<file path="src/rtl/array_ram_pkg.sv">
// array_ram_pkg
// Shared definitions for the array_ram slice: default channel widths and
// the controller state encoding.
package array_ram_pkg;

   localparam int ADDR_N_DEF = 8;
   localparam int INT_N_DEF  = 8;

   // state    | meaning
   // ST_INIT  | clearing memory word by word, channel closed
   // ST_IDLE  | no response outstanding, ready for a request
   // ST_RESP  | one response held on the response channel
   typedef enum logic [1:0] {
      ST_INIT = 2'd0,
      ST_IDLE = 2'd1,
      ST_RESP = 2'd2
   } state_e;

endpackage

</file>
<file path="src/rtl/array_ram_core.sv">
// array_ram_core
// Single-port synchronous RAM, 2^addrN x intN, with a registered
// read-before-write data output.
// Ports:
//   clk    - clock, rising edge
//   reset  - synchronous active-high, clears the output register only
//   wr_en  - write di to mem[addr] on this edge
//   rd_en  - capture the pre-write contents of mem[addr] into dout
//   addr   - word address
//   di     - write data
//   dout   - registered read data, held when rd_en is low
module array_ram_core
   import array_ram_pkg::*;
#(
   parameter int addrN = ADDR_N_DEF,
   parameter int intN  = INT_N_DEF
) (
   input  logic             clk,
   input  logic             reset,
   input  logic             wr_en,
   input  logic             rd_en,
   input  logic [addrN-1:0] addr,
   input  logic [intN-1:0]  di,
   output logic [intN-1:0]  dout
);

   logic [intN-1:0] mem [2**addrN];
   logic [intN-1:0] dout_q, dout_d;

   // Storage has no reset; the controller clears it by explicit writes.
   always_ff @(posedge clk) begin
      if (wr_en) begin
         mem[addr] <= di;
      end
   end

   // Read and write share the edge, so the read sees the old contents.
   always_comb begin
      dout_d = dout_q;
      if (rd_en) begin
         dout_d = mem[addr];
      end
   end

   always_ff @(posedge clk) begin
      if (reset) begin
         dout_q <= '0;
      end else begin
         dout_q <= dout_d;
      end
   end

   assign dout = dout_q;

endmodule

</file>
<file path="src/rtl/array_ram.sv">
// array_ram
// Word-addressed memory serving one Array channel. Clears itself after
// reset, then handles one read or write per cycle with a valid/ready
// request channel and an in-order valid/ready response channel. Writes
// return the word's previous contents (fetch-and-replace).
// Ports:
//   clk, reset      - clock and synchronous active-high reset
//   arr_valid/ready - request handshake
//   arr_we          - 1 = write, 0 = read
//   arr_addr        - word address
//   arr_di          - write data
//   arr_resp_valid  - response handshake (valid out)
//   arr_resp_ready  - response handshake (ready in)
//   arr_do          - response data
//
// state    | meaning
// ST_INIT  | clear counter writes zero to word cnt, arr_ready low
// ST_IDLE  | arr_ready high, waiting for a request
// ST_RESP  | response valid; arr_ready follows arr_resp_ready
module array_ram
   import array_ram_pkg::*;
#(
   parameter int addrN = ADDR_N_DEF,
   parameter int intN  = INT_N_DEF
) (
   input  logic             clk,
   input  logic             reset,
   input  logic             arr_valid,
   output logic             arr_ready,
   input  logic             arr_we,
   input  logic [addrN-1:0] arr_addr,
   input  logic [intN-1:0]  arr_di,
   output logic             arr_resp_valid,
   input  logic             arr_resp_ready,
   output logic [intN-1:0]  arr_do
);

   state_e           state_q, state_d;
   logic [addrN-1:0] cnt_q, cnt_d;
   logic             resp_valid_q, resp_valid_d;

   logic             accept;
   logic             consume;
   logic             mem_we;
   logic [addrN-1:0] mem_addr;
   logic [intN-1:0]  mem_di;

   // Ready depends only on state and the consumer, never on arr_valid.
   always_comb begin
      arr_ready = 1'b0;
      unique case (state_q)
         ST_IDLE: arr_ready = 1'b1;
         ST_RESP: arr_ready = arr_resp_ready;
         default: arr_ready = 1'b0;
      endcase
   end

   assign accept  = arr_valid & arr_ready & ~reset;
   assign consume = resp_valid_q & arr_resp_ready;

   always_comb begin
      state_d      = state_q;
      cnt_d        = cnt_q;
      resp_valid_d = resp_valid_q;
      if (reset) begin
         state_d      = ST_INIT;
         cnt_d        = '0;
         resp_valid_d = 1'b0;
      end else begin
         unique case (state_q)
            ST_INIT: begin
               // Counter parks on the last word instead of wrapping.
               if (cnt_q == {addrN{1'b1}}) begin
                  state_d = ST_IDLE;
               end else begin
                  cnt_d = cnt_q + 1'b1;
               end
            end
            ST_IDLE: begin
               if (accept) begin
                  state_d      = ST_RESP;
                  resp_valid_d = 1'b1;
               end
            end
            ST_RESP: begin
               if (consume && !accept) begin
                  state_d      = ST_IDLE;
                  resp_valid_d = 1'b0;
               end
            end
            default: begin
               state_d      = ST_INIT;
               cnt_d        = '0;
               resp_valid_d = 1'b0;
            end
         endcase
      end
   end

   always_ff @(posedge clk) begin
      state_q      <= state_d;
      cnt_q        <= cnt_d;
      resp_valid_q <= resp_valid_d;
   end

   // The clear sequence borrows the single RAM port while the channel is closed.
   always_comb begin
      mem_we   = 1'b0;
      mem_addr = arr_addr;
      mem_di   = arr_di;
      if (state_q == ST_INIT) begin
         mem_we   = 1'b1;
         mem_addr = cnt_q;
         mem_di   = '0;
      end else if (accept && arr_we) begin
         mem_we = 1'b1;
      end
   end

   array_ram_core #(
      .addrN (addrN),
      .intN  (intN)
   ) u_core (
      .clk   (clk),
      .reset (reset),
      .wr_en (mem_we),
      .rd_en (accept),
      .addr  (mem_addr),
      .di    (mem_di),
      .dout  (arr_do)
   );

   assign arr_resp_valid = resp_valid_q;

endmodule

</file>
<file path="config.mk">
export PLATFORM = sky130hd
export DESIGN_NAME = array_ram
export DESIGN_NICKNAME = d
export VERILOG_FILES = /design/src/rtl/array_ram_pkg.sv /design/src/rtl/array_ram_core.sv /design/src/rtl/array_ram.sv
export SDC_FILE = /design/constraint.sdc
export NUM_CORES = 2
export LEC_CHECK = 0
export ABC_AREA = 1
export CAP_MARGIN = 20
export CORE_ASPECT_RATIO = 0.9
export CORE_MARGIN = 2
export CORE_UTILIZATION = 38
export CTS_CLUSTER_SIZE = 30
export DETAILED_ROUTE_END_ITERATION = 6
export GPL_TIMING_DRIVEN = 0
export HOLD_SLACK_MARGIN = 0.06
export PLACE_DENSITY_LB_ADDON = 0.2
export RECOVER_POWER = 25
export SETUP_SLACK_MARGIN = 0.3
export SYNTH_ARGS = -nofsm -noshare
export SYNTH_HDL_FRONTEND = slang
export SYNTH_SLANG_ARGS = --single-unit
</file>
<file path="constraint.sdc">
create_clock -name clk -period 21 [get_ports clk]
set_input_delay 5.25 -clock clk [delete_from_list [all_inputs] [get_ports clk]]
set_output_delay 5.25 -clock clk [all_outputs]
set_load 0.005 [all_outputs]
</file>
Word-level counts from Yosys, hierarchy flattened:

Memories as Yosys holds them, arrays and structs flattened. A register that Yosys moved wholly into a read port is not among the register bits.
Index checks and enable logic that the tools add are counted.

* bits in registers: 11
* RAM bits: 2048
* bits of input ports: 21
* logic and storage cells: 42
* memories: 1

* add/subtract/negate cells: 1
* eq/ne operators: 7
* muxes and demuxes: 16
* bitwise logic cells: 6
* reductions and logical operators: 8

Memory list
* u_core.mem: depth 256, width 8, rd ports 1, clocked after Yosys merged registers in 1, wr ports 1, RTL line array_ram_core.sv:27 `logic [intN-1:0] mem [2**addrN];`

Operators with widths (number)
* 2-to-1 mux 8 bit: 3
* one-hot mux 8 bit (2 select lines): 1
* adder 8 x 1 -> 8 bit (second input constant): 1
* == test 8 bit (second input constant): 1
* inequality test 2 bit (second input constant): 4
* 2-to-1 mux 1 bit: 6
* 2-to-1 mux 2 bit: 3
* one-hot mux 2 bit (3 select lines): 1
* AND reduction 3 bit: 2
* bitwise AND 1 bit: 3
* NOT 1 bit: 3
* one-hot mux 1 bit (3 select lines): 1
* == test 2 x 1 -> 1 bit (second input constant): 1
* == test 2 bit (second input constant): 1
* logical AND 1 bit: 2
* logical NOT 2 bit: 1
* one-hot mux 1 bit (2 select lines): 1
* AND reduction 2 bit: 1
* OR reduction 2 bit: 1
* logical NOT 1 bit: 1

Logic depth before layout (Yosys ltp):

* depth in word-level cells: 9
* gate-level depth with buffers: 23
* mapped depth without buffers: 20

Modules after synthesis:

From an unflattened synthesis, not the netlist that was laid out.

* cell total of the unflattened synthesis: 7853
* area, all modules: 84944.0 um^2

Modules (own cells, without submodules)
* array_ram_core: instances 1, cells each 7705, area an instance 84064.4 um^2
* array_ram: instances 1, cells each 148, area an instance 879.6 um^2

Worst setup path after synthesis:

No wires, ideal clock.

* path type: input to register
* from: input arr_di[0]
* to: memory u_core.mem[0][0] (netlist bit) (data pin)
* arrival: 11.227 ns
* setup slack: 8.367 ns
* stages on the path: 2
* path buffers: 0
* path through: inv_1 > nor2_1

* word-level cells in the longest chain between the ends: 1

Ends and longest elaborated chain
* from (decl): RTL line array_ram.sv:32 `input logic [intN-1:0] arr_di,`
* 2-to-1 mux 8 bit: RTL line array_ram.sv:111 `if (state_q == ST_INIT) begin`
* net mem_di[0]: RTL line array_ram.sv:46 `logic [intN-1:0] mem_di;`
* to (decl): RTL line array_ram_core.sv:27

The timed path passes the listed nets, and every way through them passes these cells.

Worst setup path in the final report:

* from: input arr_resp_ready
* to: output arr_ready

* word-level cells in the longest chain between the ends: 1

Ends and longest elaborated chain
* from (decl): RTL line array_ram.sv:34 `input logic arr_resp_ready,`
* one-hot mux 1 bit (2 select lines): RTL line array_ram.sv:51 `unique case (state_q)`
* to (decl): RTL line array_ram.sv:29 `output logic arr_ready,`

No other way between the ends.

==> summary.md <==
| Metric | Value |
|---|---|
| Global-route congestion overflow total | `0` |
| Final setup violation count | `0` |
| Deepest clock path buffer count | `3` |
| Primary FF master, synth | `edfxtp_1` |
| Setup crit end | `arr_ready` |
| Clock root buffer | `clkbuf_16` |
| R2R depth | `9` |
| Total CTS buffers | `217` |
| Slew @ Worst Pin | `2.45 ns` |
| WP data arrival | `6.50 ns` |
| Most frequent cells in the layout | `nand2_1, edfxtp_1, nand3_1` |
| DRT Wirelength | `464,000 um` |
| Most common cell after layout, fill and taps aside | `nand2_1` |
| Fmax | `0.0851 GHz` |
| Class of the worst hold path | `reg -> reg` |
| RSZ-0062 raised after global routing | `no` |
| Worst-path clk slew | `0.07 ns` |
| WL/cell | `37.2 um` |
| Mapped Area | `0.0879 mm^2` |
| Power Total | `17,800 uW` |
| Max-cap viol count | `34` |
| Critical path class | `in -> out` |
| Initial antenna violation count | `46` |
| Area leader, netlist | `edfxtp_1` |
| Clk sinks | `2,067` |
| Ordered list of cells on the worst path | `clkdlybuf4s50_1 -> nand2_1 -> a21oi_1 -> clkdlybuf4s50_1` |
| Core area | `0.230 mm^2` |
| Clk_skew | `0.0626 ns` |
| Asr flop ratio synth | `0%` |
| Horiz. Die Dim | `511 um` |
| Syn_nets | `8,722` |
| Post-synth top area share | `70.0%` |
| CTS H-Tree Depth | `4` |
| Fin Hold WS | `0.471 ns` |
| Slew Viols, Final | `1,073` |
| 1st-iter DRT viols | `12,900` |
| Final min period | `11.75 ns` |
| Total iterations of the first detailed-routing run | `6` |
| Fraction of layout cells with a size suffix above 1 | `9.74%` |
| Synthesized flop and latch total | `2,067` |
| Slew headroom | `-63.6%` |
| Crit-path slowest cell | `clkdlybuf4s50_1` |
| Max IR drop VDD | `0.102 mV` |
| Reg2reg start | `state_q[0]$_SDFFE_PP0P_` |
| Hold-fix buffers at CTS | `0` |
| Unique masters post-synth | `26` |
| Reg2reg end | `u_core.mem[159][6]$_DFFE_PP_` |
| Delay-heaviest family, CP | `buffers and inverters` |
| Crit share post-route | `56.0%` |
| Status | `finished with violations` |
| Avg Cell Area, Syn | `10.1 um^2` |
| I/O Buffers | `30` |
| Initial Util | `38.2%` |
| Final std cells w/o fill | `12,500` |
| Routed vias/inst | `5.75` |
| Overall Global Routing Usage | `38.7%` |
| Residual DRC | `0` |
| Cell count after placement | `12,000` |
| Reg2reg setup slack | `14.06 ns` |
| FP Rows | `167` |
| Critical path peak fanout | `2` |
| WP data required | `15.75 ns` |
| Post-synth EDFFs | `2,048` |
| Leak Pwr | `0.0418 uW` |
| CP endpoint kind | `output pin` |
| Die Height | `460 um` |
| Setup crit start kind | `primary input` |
| TNS Setup | `0 ns` |
| Via Count | `71,700` |
| Antenna-violating nets left | `0` |
| Final number of hold-violating endpoints | `0` |
| Buffers & Inverters on Critical Path | `2` |
| Yosys warnings | `0` |
| Critical Path Source | `arr_resp_ready` |
| First-pass GRT wire length | `596,000 um` |
| TritonCTS clock tree | `yes` |
| Layout area overhead | `17.2%` |
| Nets | `9,251` |
| Via count of the first global-routing pass | `62,900` |
| Failing checks | `capacitance limit, slew limit` |
| Cells after Synth | `8,697` |
| I/O Pins | `31` |
| Post-CTS Setup Repair Bufs | `0` |
| Final Core Density | `44.8%` |
| Largest net degree at the start of global routing | `48` |
| Sequential share of the synthesized area | `70.4%` |
| RePlAce Congestion | `1.07` |
| Cell area power density | `173 mW/mm^2` |
| Dpl hpwl | `346,000 um` |
| Clk_lat worst skew | `0.91 ns` |
| Crit path top cell by count | `clkdlybuf4s50_1` |
| Critical Path Stages | `4` |
| Slowest stage delay, CP | `0.53 ns` |
| Die area | `0.235 mm^2` |
| Largest cells by area after synthesis | `edfxtp_1, nand2_1, nand3_1` |
| Post_cts resized | `0` |
-- sequential cells by signal, summed over array words and instances, names as in the netlist --
register,count
u_core.mem,2048
cnt_q,8
u_core.dout,8
state_q,2
arr_resp_valid,1
-- tightest hold or removal path, delay by kind of cell, from the launching register on --
family	cells	cell delay [ns]
buf+inv	1	0.05
compound gates	1	0.05
flops	1	0.32
-- final cells by class --
type | instances | area, um^2
Antenna cell | 12 | 30.0
Fill cell | 21900 | 127000
Buffer | 490 | 2160
Timing Repair Buffer | 310 | 4180
Sequential cell | 2067 | 61900
Tap cell | 3042 | 3810
Inverter | 74 | 278
Clock inverter | 128 | 1080
Clock buffer | 275 | 5670
Multi-Input combinational cell | 6066 | 23900
-- worst min-delay path by stage --
stage,start,endpoint,slack [ns],depth (start not counted)
5_1_grt,arr_resp_valid$_SDFFE_PP0P_,arr_resp_valid$_SDFFE_PP0P_,0.52,2
3_3_place_gp,arr_resp_valid$_SDFFE_PP0P_,arr_resp_valid$_SDFFE_PP0P_,0.46,2
6_report,arr_resp_valid$_SDFFE_PP0P_,arr_resp_valid$_SDFFE_PP0P_,0.47,2
4_1_cts,arr_resp_valid$_SDFFE_PP0P_,arr_resp_valid$_SDFFE_PP0P_,0.47,2
3_5_place_dp,arr_resp_valid$_SDFFE_PP0P_,arr_resp_valid$_SDFFE_PP0P_,0.47,2
2_1_floorplan,arr_resp_valid$_SDFFE_PP0P_,arr_resp_valid$_SDFFE_PP0P_,0.45,2
-- metrics by stage --
step,area (um^2),setup WS (ns)
6_report,103000,9.25
5_1_grt,103000,9.19
4_1_cts,103000,9.24
3_5_place_dp,96600,9.25
3_3_place_gp,92000,-3.96
2_1_floorplan,87900,8.37
-- cell families after synthesis --
logic type | Yosys count | share of synthesized area (%)
and+or+nand+nor | 6031 | 26.6
DFF | 2067 | 70.4
AOI/OAI and AO/OA | 30 | 0.189
xor gates and xnor gates | 1 | 0.00997
adders and majority gates | 4 | 0.0570
buffers and inverters | 564 | 2.75
-- where the power goes --
part	total [uW]	switching (uW)	internal [uW]	leakage, uW
registers	4910	17.6	4900	0.0190
clock network	3760	1740	2020	0.00326
logic	9130	7390	1740	0.0195
-- layer usage --
metal  global-route usage [%]  part of all wire [%]
met1                     52.2                    39
met2                     52.5                    39
met5                    0.572                 0.080
met3                     16.9                    15
met4                     19.7                   6.1
-- synthesized netlist by cell type, types with 2 or more instances --
library cell / count
nor3b_1: 2
inv_2: 6
o21ai_0: 8
buf_1: 79
nand2_4: 2
ha_1: 4
inv_1: 67
edfxtp_1: 2048
a21oi_1: 10
o21ai_1: 9
nor2_1: 631
dfxtp_1: 19
nand2_1: 4854
nor3_1: 2
nand3_1: 538
buf_4: 3
clkbuf_1: 185
buf_2: 222
(Power assumes the default switching activity.)
